==> src/rtl/pulse_pkg.sv <==
// Shared widths and types for the pulse playback path.
package pulse_pkg;

    localparam int PULSE_REG_PHASE_W = 16;
    localparam int PULSE_REG_AMP_W   = 16;
    localparam int PULSE_REG_FREQ_W  = 32;
    localparam int PULSE_REG_TLEN_W  = 16;
    localparam int ENVELOPE_ADDR_W   = 10;

    // The accumulator is as wide as the frequency word; phase is its top slice.
    localparam int ACC_W = PULSE_REG_FREQ_W;

    typedef struct packed {
        logic [PULSE_REG_PHASE_W-1:0] phase;
        logic [PULSE_REG_AMP_W-1:0]   amp;
        logic [PULSE_REG_FREQ_W-1:0]  freq;
        logic [PULSE_REG_TLEN_W-1:0]  tlen;
        logic [ENVELOPE_ADDR_W-1:0]   env_addr;
    } pulse_desc_t;

    typedef enum logic {
        IDLE = 1'b0,
        PLAY = 1'b1
    } player_state_e;

endpackage

==> src/rtl/pulse_player_if.sv <==
// Descriptor handshake between the pulse FIFO (master) and the player (slave).
interface pulse_player_if;
    import pulse_pkg::*;

    logic                         in_valid;
    logic                         in_ready;
    logic [PULSE_REG_PHASE_W-1:0] in_phase;
    logic [PULSE_REG_AMP_W-1:0]   in_amp;
    logic [PULSE_REG_FREQ_W-1:0]  in_freq;
    logic [PULSE_REG_TLEN_W-1:0]  in_tlen;
    logic [ENVELOPE_ADDR_W-1:0]   in_env_addr;

    modport master (
        output in_valid, in_phase, in_amp, in_freq, in_tlen, in_env_addr,
        input  in_ready
    );

    modport slave (
        input  in_valid, in_phase, in_amp, in_freq, in_tlen, in_env_addr,
        output in_ready
    );

endinterface

==> src/rtl/pulse_nco_acc.sv <==
// Phase accumulator: load places the start phase in the top bits, advance adds
// the latched increment each sample, phase taps the top PULSE_REG_PHASE_W bits.
module pulse_nco_acc
    import pulse_pkg::*;
(
    input  logic                         clk,
    input  logic                         rst_n,
    input  logic                         load,
    input  logic                         advance,
    input  logic [PULSE_REG_PHASE_W-1:0] load_phase,
    input  logic [ACC_W-1:0]             load_freq,
    output logic [PULSE_REG_PHASE_W-1:0] phase
);

    if (ACC_W < PULSE_REG_PHASE_W) begin : g_width_check
        $error("pulse_nco_acc: frequency word narrower than phase word");
    end

    logic [ACC_W-1:0] acc;
    logic [ACC_W-1:0] freq_r;

    // Load wins over advance so a back-to-back pulse restarts cleanly.
    always_ff @(posedge clk or negedge rst_n) begin
        if (!rst_n) begin
            acc    <= '0;
            freq_r <= '0;
        end else if (load) begin
            acc    <= ACC_W'(load_phase) << (ACC_W - PULSE_REG_PHASE_W);
            freq_r <= load_freq;
        end else if (advance) begin
            acc <= acc + freq_r;
        end
    end

    assign phase = acc[ACC_W-1 -: PULSE_REG_PHASE_W];

endmodule

==> src/rtl/pulse_player.sv <==
// Plays one pulse descriptor at a time as a stream of tlen samples: issue
// stage drives the envelope read and phase tag, stage 2 scales amplitude.
// Optional build macro PULSE_PLAYER_RECT_BYPASS_EN: env_addr all-ones selects
// a rectangular envelope (no reads, out_amp = amp).
//
// state | meaning
// IDLE  | no pulse issuing; ready for a descriptor
// PLAY  | issuing one sample per cycle of the current pulse
module pulse_player
    import pulse_pkg::*;
#(
    parameter int ENV_DATA_W = 16
) (
    input  logic                         clk,
    input  logic                         rst_n,
    pulse_player_if.slave                desc,
    input  logic                         abort,
    output logic                         env_rd_en,
    output logic [ENVELOPE_ADDR_W-1:0]   env_rd_addr,
    input  logic [ENV_DATA_W-1:0]        env_rd_data,
    output logic                         out_valid,
    output logic [PULSE_REG_PHASE_W-1:0] out_phase,
    output logic [PULSE_REG_AMP_W-1:0]   out_amp,
    output logic                         out_last,
    output logic                         busy,
    output logic                         overrun
);

    localparam int PROD_W = PULSE_REG_AMP_W + ENV_DATA_W;

    player_state_e state, state_nxt;
    pulse_desc_t   in_desc;

    logic [PULSE_REG_AMP_W-1:0]   amp_r;
    logic [PULSE_REG_TLEN_W-1:0]  tlen_r;
    logic [PULSE_REG_TLEN_W-1:0]  cnt;
    logic [ENVELOPE_ADDR_W-1:0]   addr_r;
    logic                         byp_r;
    logic                         byp_sel;
    logic                         issue_last;
    logic                         in_ready_w;
    logic                         accept;
    logic                         start;
    logic [PULSE_REG_PHASE_W-1:0] nco_phase;

    logic                         s1_valid;
    logic [PULSE_REG_PHASE_W-1:0] s1_phase;
    logic [PULSE_REG_AMP_W-1:0]   s1_amp;
    logic                         s1_last;
    logic                         s1_byp;
    logic [PROD_W-1:0]            prod;

    assign in_desc = '{phase:    desc.in_phase,
                       amp:      desc.in_amp,
                       freq:     desc.in_freq,
                       tlen:     desc.in_tlen,
                       env_addr: desc.in_env_addr};

`ifdef PULSE_PLAYER_RECT_BYPASS_EN
    assign byp_sel = &in_desc.env_addr;
`else
    assign byp_sel = 1'b0;
`endif

    assign issue_last    = (state == PLAY) && (cnt == tlen_r - PULSE_REG_TLEN_W'(1));
    assign in_ready_w    = (state == IDLE) || issue_last;
    assign desc.in_ready = in_ready_w;
    assign accept        = desc.in_valid && in_ready_w && !abort;
    assign start         = accept && (in_desc.tlen != '0);

    // State register.
    always_ff @(posedge clk or negedge rst_n) begin
        if (!rst_n) state <= IDLE;
        else        state <= state_nxt;
    end

    // Next state: abort beats acceptance; a zero-length accept on the last
    // issue simply ends the pulse.
    always_comb begin
        state_nxt = state;
        if (abort)           state_nxt = IDLE;
        else if (start)      state_nxt = PLAY;
        else if (issue_last) state_nxt = IDLE;
    end

    // Descriptor latch and per-sample index/address stepping.
    always_ff @(posedge clk or negedge rst_n) begin
        if (!rst_n) begin
            amp_r  <= '0;
            tlen_r <= '0;
            cnt    <= '0;
            addr_r <= '0;
            byp_r  <= 1'b0;
        end else if (start) begin
            amp_r  <= in_desc.amp;
            tlen_r <= in_desc.tlen;
            cnt    <= '0;
            addr_r <= in_desc.env_addr;
            byp_r  <= byp_sel;
        end else if (state == PLAY) begin
            cnt    <= cnt + PULSE_REG_TLEN_W'(1);
            addr_r <= addr_r + ENVELOPE_ADDR_W'(1);
        end
    end

    pulse_nco_acc u_nco (
        .clk        (clk),
        .rst_n      (rst_n),
        .load       (start),
        .advance    (state == PLAY),
        .load_phase (in_desc.phase),
        .load_freq  (in_desc.freq),
        .phase      (nco_phase)
    );

    assign env_rd_en   = (state == PLAY) && !byp_r;
    assign env_rd_addr = addr_r;

    // Stage 1: capture the issued sample's tag while the envelope read is in flight.
    always_ff @(posedge clk or negedge rst_n) begin
        if (!rst_n) begin
            s1_valid <= 1'b0;
            s1_phase <= '0;
            s1_amp   <= '0;
            s1_last  <= 1'b0;
            s1_byp   <= 1'b0;
        end else begin
            s1_valid <= (state == PLAY) && !abort;
            s1_phase <= nco_phase;
            s1_amp   <= amp_r;
            s1_last  <= issue_last;
            s1_byp   <= byp_r;
        end
    end

    assign prod = PROD_W'(s1_amp) * PROD_W'(env_rd_data);

    // Stage 2: scale by the returned envelope sample and present the output.
    always_ff @(posedge clk or negedge rst_n) begin
        if (!rst_n) begin
            out_valid <= 1'b0;
            out_phase <= '0;
            out_amp   <= '0;
            out_last  <= 1'b0;
        end else begin
            out_valid <= s1_valid && !abort;
            out_phase <= s1_phase;
            out_amp   <= s1_byp ? s1_amp : prod[PROD_W-1:ENV_DATA_W];
            out_last  <= s1_valid && s1_last && !abort;
        end
    end

    // One-cycle flag for a descriptor that could not be taken.
    always_ff @(posedge clk or negedge rst_n) begin
        if (!rst_n) overrun <= 1'b0;
        else        overrun <= desc.in_valid && (!in_ready_w || abort);
    end

    assign busy = (state == PLAY) || s1_valid || out_valid;

endmodule

==> src/flat_wrapper.sv <==
// flat-port wrapper written by rule: the top's interface ports become plain ports
module pulse_player_flat import pulse_pkg::*;
#(
    parameter int ENV_DATA_W = 16
)
  (clk, rst_n, abort, env_rd_en, env_rd_addr, env_rd_data, out_valid, out_phase, out_amp, out_last, busy, overrun, desc_in_valid, desc_in_phase, desc_in_amp, desc_in_freq, desc_in_tlen, desc_in_env_addr, desc_in_ready);
  pulse_player_if desc_i ();
  input  logic clk;
  input  logic rst_n;
  input  logic abort;
  output logic env_rd_en;
  output logic [ENVELOPE_ADDR_W-1:0] env_rd_addr;
  input  logic [ENV_DATA_W-1:0] env_rd_data;
  output logic out_valid;
  output logic [PULSE_REG_PHASE_W-1:0] out_phase;
  output logic [PULSE_REG_AMP_W-1:0] out_amp;
  output logic out_last;
  output logic busy;
  output logic overrun;
  input wire logic [$bits(desc_i.in_valid)-1:0] desc_in_valid;
  input wire logic [$bits(desc_i.in_phase)-1:0] desc_in_phase;
  input wire logic [$bits(desc_i.in_amp)-1:0] desc_in_amp;
  input wire logic [$bits(desc_i.in_freq)-1:0] desc_in_freq;
  input wire logic [$bits(desc_i.in_tlen)-1:0] desc_in_tlen;
  input wire logic [$bits(desc_i.in_env_addr)-1:0] desc_in_env_addr;
  output wire logic [$bits(desc_i.in_ready)-1:0] desc_in_ready;
  assign desc_i.in_valid = desc_in_valid;
  assign desc_i.in_phase = desc_in_phase;
  assign desc_i.in_amp = desc_in_amp;
  assign desc_i.in_freq = desc_in_freq;
  assign desc_i.in_tlen = desc_in_tlen;
  assign desc_i.in_env_addr = desc_in_env_addr;
  assign desc_in_ready = desc_i.in_ready;
  pulse_player #(.ENV_DATA_W(ENV_DATA_W)) u_core (.clk(clk), .rst_n(rst_n), .desc(desc_i), .abort(abort), .env_rd_en(env_rd_en), .env_rd_addr(env_rd_addr), .env_rd_data(env_rd_data), .out_valid(out_valid), .out_phase(out_phase), .out_amp(out_amp), .out_last(out_last), .busy(busy), .overrun(overrun));
endmodule
==> config.mk <==
export PLATFORM = sky130hd
export DESIGN_NAME = pulse_player_flat
export DESIGN_NICKNAME = d
export VERILOG_FILES = /design/src/rtl/pulse_pkg.sv /design/src/rtl/pulse_player_if.sv /design/src/rtl/pulse_nco_acc.sv /design/src/rtl/pulse_player.sv /design/src/flat_wrapper.sv
export SDC_FILE = /design/constraint.sdc
export NUM_CORES = 1
export LEC_CHECK = 0
export CORE_ASPECT_RATIO = 0.9
export CORE_MARGIN = 2
export CORE_UTILIZATION = 43
export DETAILED_ROUTE_END_ITERATION = 6
export PLACE_DENSITY = 0.74
export SETUP_SLACK_MARGIN = 0.05
export SLEW_MARGIN = 20
export SYNTH_ARGS = -nofsm -noshare
export SYNTH_HDL_FRONTEND = slang
export SYNTH_SLANG_ARGS = --single-unit
==> constraint.sdc <==
create_clock -name clk -period 16.5 [get_ports clk]
set_clock_uncertainty 0.05 [all_clocks]
set_input_delay 3.3 -clock clk [delete_from_list [all_inputs] [get_ports clk]]
set_output_delay 3.3 -clock clk [all_outputs]
set_load 0.1 [all_outputs]
# Yosys cells after proc, flatten, opt, wreduce, memory -nomap -nowiden
# Cells that the tools add are included.
# classes
addsub,4
multipliers,1
eq_ne,1
n_mux,9
bitwise,1
n_reduce_logical,18
# ops
cell,count
two-way mux 32 bit,2
adder 32 bit,1
multiplier 16 x 16 -> 32 bit,1
two-way mux 16 bit,2
two-way mux 10 bit,2
adder 16 x 1 -> 16 bit (second input constant),1
== test 16 bit,1
nonzero test 16 bit,1
subtractor 16 x 1 -> 16 bit (second input constant),1
adder 10 x 1 -> 10 bit (second input constant),1
logical AND 1 bit,9
logical OR 1 bit,4
two-way mux 1 bit,3
nonzero test 3 bit,1
zero test 1 bit,2
nonzero test 2 bit,1
NOT 1 bit,1
# word_totals
reg_bits,192
in_bits,110
output_inout_bits,48

# Depth between registers and ports, before layout
# logic_depth
ltp_word,9
depth_mapped,24

# Cells and area by module
# From an unflattened synthesis, not the netlist that was laid out.
# hier_totals
cells_unflattened,1717
area_unflattened_um2,17269.1
# modules_own_cells
mod,instances,cells_per_inst,area_per_inst_um2,seq_area_each_um2
pulse_player,1,1282,12998.7,3203.1
pulse_nco_acc,1,435,4270.3,1601.5

# Worst setup path after synthesis
# OpenSTA, ideal clock, no wires.
# synth_timing
path_type,input to register
startpoint,in env_rd_data[1]
endpoint,reg u_core.out_amp[15]
setup_ns,0.080
arrival_ns,8.918
setup_slack_ns,7.452
stages,21
n_path_buf,1
path_cell_list,clkbuf_1 > nand2_1 > fa_1 > fa_1 > fa_1 > inv_1 > fa_1 > fa_1 > inv_1 > fa_1 > inv_1 > ha_1 > a21o_1 > a211oi_1 > and3_1 > a21oi_1 > o41ai_1 > a21oi_1 > a211o_1 > a21oi_1 > xnor2_1
# synth_between
elab_chain_cells,1
# synth_rtl
element,line_no,text
from (decl),flat_wrapper.sv:13,input logic [ENV_DATA_W-1:0] env_rd_data;
multiplier 16 x 16 -> 32 bit,pulse_player.sv:136,assign prod = PROD_W'(s1_amp) * PROD_W'(env_rd_data);
via u_core.prod[31],pulse_player.sv:51,logic [PROD_W-1:0] prod;
to (signal assigned),pulse_player.sv:148,out_amp <= s1_byp ? s1_amp : prod[PROD_W-1:ENV_DATA_W];
to (decl),pulse_player.sv:23,"output logic [PULSE_REG_AMP_W-1:0] out_amp,"
# The timed path passes the listed nets, and every way through them passes these cells.
# A chain may end at the register's enable or synchronous reset.

# Worst setup path in the final report
# Ends and elaborated chain as after synthesis.

==> impl_metrics.yaml <==
synth:
  synth_cells: 1707
  ys_seq_elements: 192
  yosys_warnings: 0
  ys_types: 68
  synth_ff_type: "dfrtp_1"
  syn_nets: 2146
  syn_area_per_cell_um2: 9.99
  synthArstFlopShare_pct: 100
  synth-edff-count: 0
  netlist_area_um2: 17100
  ys_seq_area_share_pct: 28.2
timing:
  worst_pin_slew_ns: 1.12
  relSlewSlack_pct: 24.8
  fin_crit_sh_pct: 62.0
  final-max-slew-violation-count: 0
  setup_viol: 0
  timing.fmax_mhz: 97.8
  finalSetupTns_ns: 0
  min_period_ns: 10.23
  worst_slack_ns: 6.27
  hold_viol_final: 0
  rsz0062_at_grt: "false"
critical_path:
  rr_startpoint: "u_core.s1_amp[7]"
  crit_end: "u_core.out_amp[15]"
  r2r_cells: 21
  crit_path_start: "env_rd_data[1]"
  rrSetupSlack_ns: 9.15
  path_max_fanout: 15
  end_kind: "flip-flop"
  required_ns: 16.83
  arrival_ns: 10.56
  critPathLaunchType: "input pin"
  worst-setup-path-type: "input pin to flip-flop"
  r2r_end: "u_core.out_amp[15]"
clock_network:
  clkSinkCount: 192
  cts_tree: "built"
  cts_setup_buffers: 0
  htreeDepth: 4
  path_clk_slew_ns: 0.08
  cts_resized: 0
  ctsRootBufferMaster: "clkbuf_16"
  clk_latency_ns: 0.46
  cts_buffers: 17
  cts_max_path_buffers: 2
  cts-hold-fix-buffers: 0
routing:
  first_pass_iters: 7
  drc: 0
  drt-wirelength-per-cell_um: 16.5
  ant_nets: 0
  num_vias: 12300
  via_per_inst: 5.18
  routed_wl_um: 39200
  first_iter_violations: 721
global_routing:
  track_usage_pct: 19.9
  grt_pass1_wl_um: 66000
  grt_start_max_net_pins: 121
  grt-ovfl-total: 0
  grt_pass1_vias: 13200
  antenna_found_initial: 2
placed_design:
  dp_hpwl_um: 29500
  gp_congestion: 0.923
  portBuffers: 157
  post-place-ws_ns: 5.84
  dpl_cell_area_um2: 19000
worst_hold_path:
  worstHoldPathType: "flip-flop to flip-flop"
  hp-start: "u_core.s1_phase[2]"
cells_and_area:
  layout.nets: 2265
  seqCellArea_um2: 4810
  final_area_um2: 19700
  syn_to_final_growth_pct: 15.4
  n_fill_cell: 3542
  layout-drive-gt1-share_pct: 6.25
  multi_input_area_um2: 11000
die:
  start_util_pct: 43.4
  core_um2: 39300
  die_area_um2: 41300
  dieHeight_um: 193
  ios: 158
  fp.dieW_um: 214
  rows: 69
job:
  drv_cap: 0
status:
  status: "finished clean"
-- critical path, stage by stage --
cell	delay [ns]
clkdlybuf4s50_1	0.89
nand2_1	0.17
fa_1	0.54
fa_1	0.53
fa_1	0.51
inv_1	0.05
fa_1	0.49
fa_1	0.49
inv_1	0.05
fa_1	0.48
inv_1	0.04
ha_1	0.28
a21o_1	0.16
a211oi_1	0.34
and3_1	0.24
a21oi_1	0.14
o41ai_1	0.86
a21oi_1	0.29
a211o_1	0.36
a21oi_1	0.20
xnor2_1	0.14
-- worst min path at each step --
stage | end | slack (ns) | depth (start not counted)
2_1_floorplan | u_core.out_phase[0] | 0.28 | 0
3_3_place_gp | u_core.out_phase[15] | 0.29 | 0
3_5_place_dp | u_core.out_phase[11] | 0.29 | 0
4_1_cts | u_core.out_phase[12] | 0.30 | 0
5_1_grt | u_core.out_phase[11] | 0.32 | 0
6_report | u_core.out_phase[2] | 0.30 | 0
-- cell usage after synthesis (13+ instances only) --
cell,n,area (µm²)
inv_1,242,908
nand2_1,208,781
fa_1,194,3880
dfrtp_1,192,4800
ha_1,135,1690
and2_1,126,788
nor2_1,71,267
mux2_2,62,698
a21oi_1,54,270
o21ai_0,50,250
clkbuf_1,47,176
xor2_1,44,385
xnor2_1,36,315
mux2i_1,24,240
a21o_1,20,150
nand3_1,20,100
nor3_1,15,75.1
and3_1,13,81.3
-- cell usage in the layout (no fill, tap or decap), types with 6 or more instances in the layout --
cell             netlist  final
inv_1                242    242
and3_1                13     13
xnor2_1               36     36
nand3b_1               6      6
nor2b_1               12     12
clkbuf_16              0     17
nand3_1               20     20
nor3_1                15     15
nor4_1                 8      8
a21oi_1               54     54
nand2b_1               7      7
ha_1                 135    135
nand2_1              208    208
mux2_2                62     62
and2_1               126    126
nor2_1                71     71
dfrtp_1              192    191
fa_1                 194    194
nand4_1               12     12
a31oi_1                6      6
mux2i_1               24     24
o21a_1                 8      8
a21o_1                20     20
xor2_1                44     44
clkinv_8               0      7
clkdlybuf4s50_1        0    156
nor4b_1                6      6
o21ai_0               50     50
-- registers in the layout (all words and copies together), names as in the netlist, 10 cells and up --
name,count
u_core.amp_r,16
u_core.cnt,16
u_core.env_rd_addr,10
u_core.out_amp,16
u_core.out_phase,16
u_core.s1_amp,16
u_core.s1_phase,16
u_core.tlen_r,16
u_core.u_nco.acc,32
u_core.u_nco.freq_r,32
-- logic make-up (layout without fill, tap and decap cells) --
kind of cell               count (synthesis)  count (layout)  synth area share, %
adders and majority gates                329             329                 32.7
AOI/OAI and AO/OA                        189             189                 7.16
muxes                                     87              87                 5.57
xor gates and xnor gates                  80              80                 4.11
and+or+nand+nor                          524             524                 15.2
buffers and inverters                    306             438                 7.09
other                                      0               1                    0
DFF                                      192             192                 28.2
-- per-stage QoR --
stage          util [%]  std cells  hold WS [ns]
2_1_floorplan         -       1707         0.281
3_3_place_gp       48.5       2338         0.285
6_report           50.1       2372         0.302
3_5_place_dp       48.5       2338         0.286
5_1_grt            50.1       2371         0.318
4_1_cts            50.0       2370         0.300
-- area by class of cell --
cell class / count / share of cell area (%)
Sequential cell: 192 / 24.4
Clock inverter: 15 / 0.947
Inverter: 243 / 4.63
Tap cell: 532 / 3.38
Antenna cell: 1 / 0.0127
Clock buffer: 17 / 2.16
Timing Repair Buffer: 163 / 8.33
Multi-Input combinational cell: 1209 / 56.1
-- metal layers --
| layer | part of all wire (%) | track usage [%] |
|---|---|---|
| met5 | 0.059 | 0 |
| met3 | 5.7 | 4.42 |
| met2 | 49 | 34.8 |
| met4 | 2.1 | 6.51 |
| met1 | 43 | 24.7 |
Power is left out: the tool's default activity adds up to more than one toggle a clock period on the data nets, which glitch-free logic cannot reach.
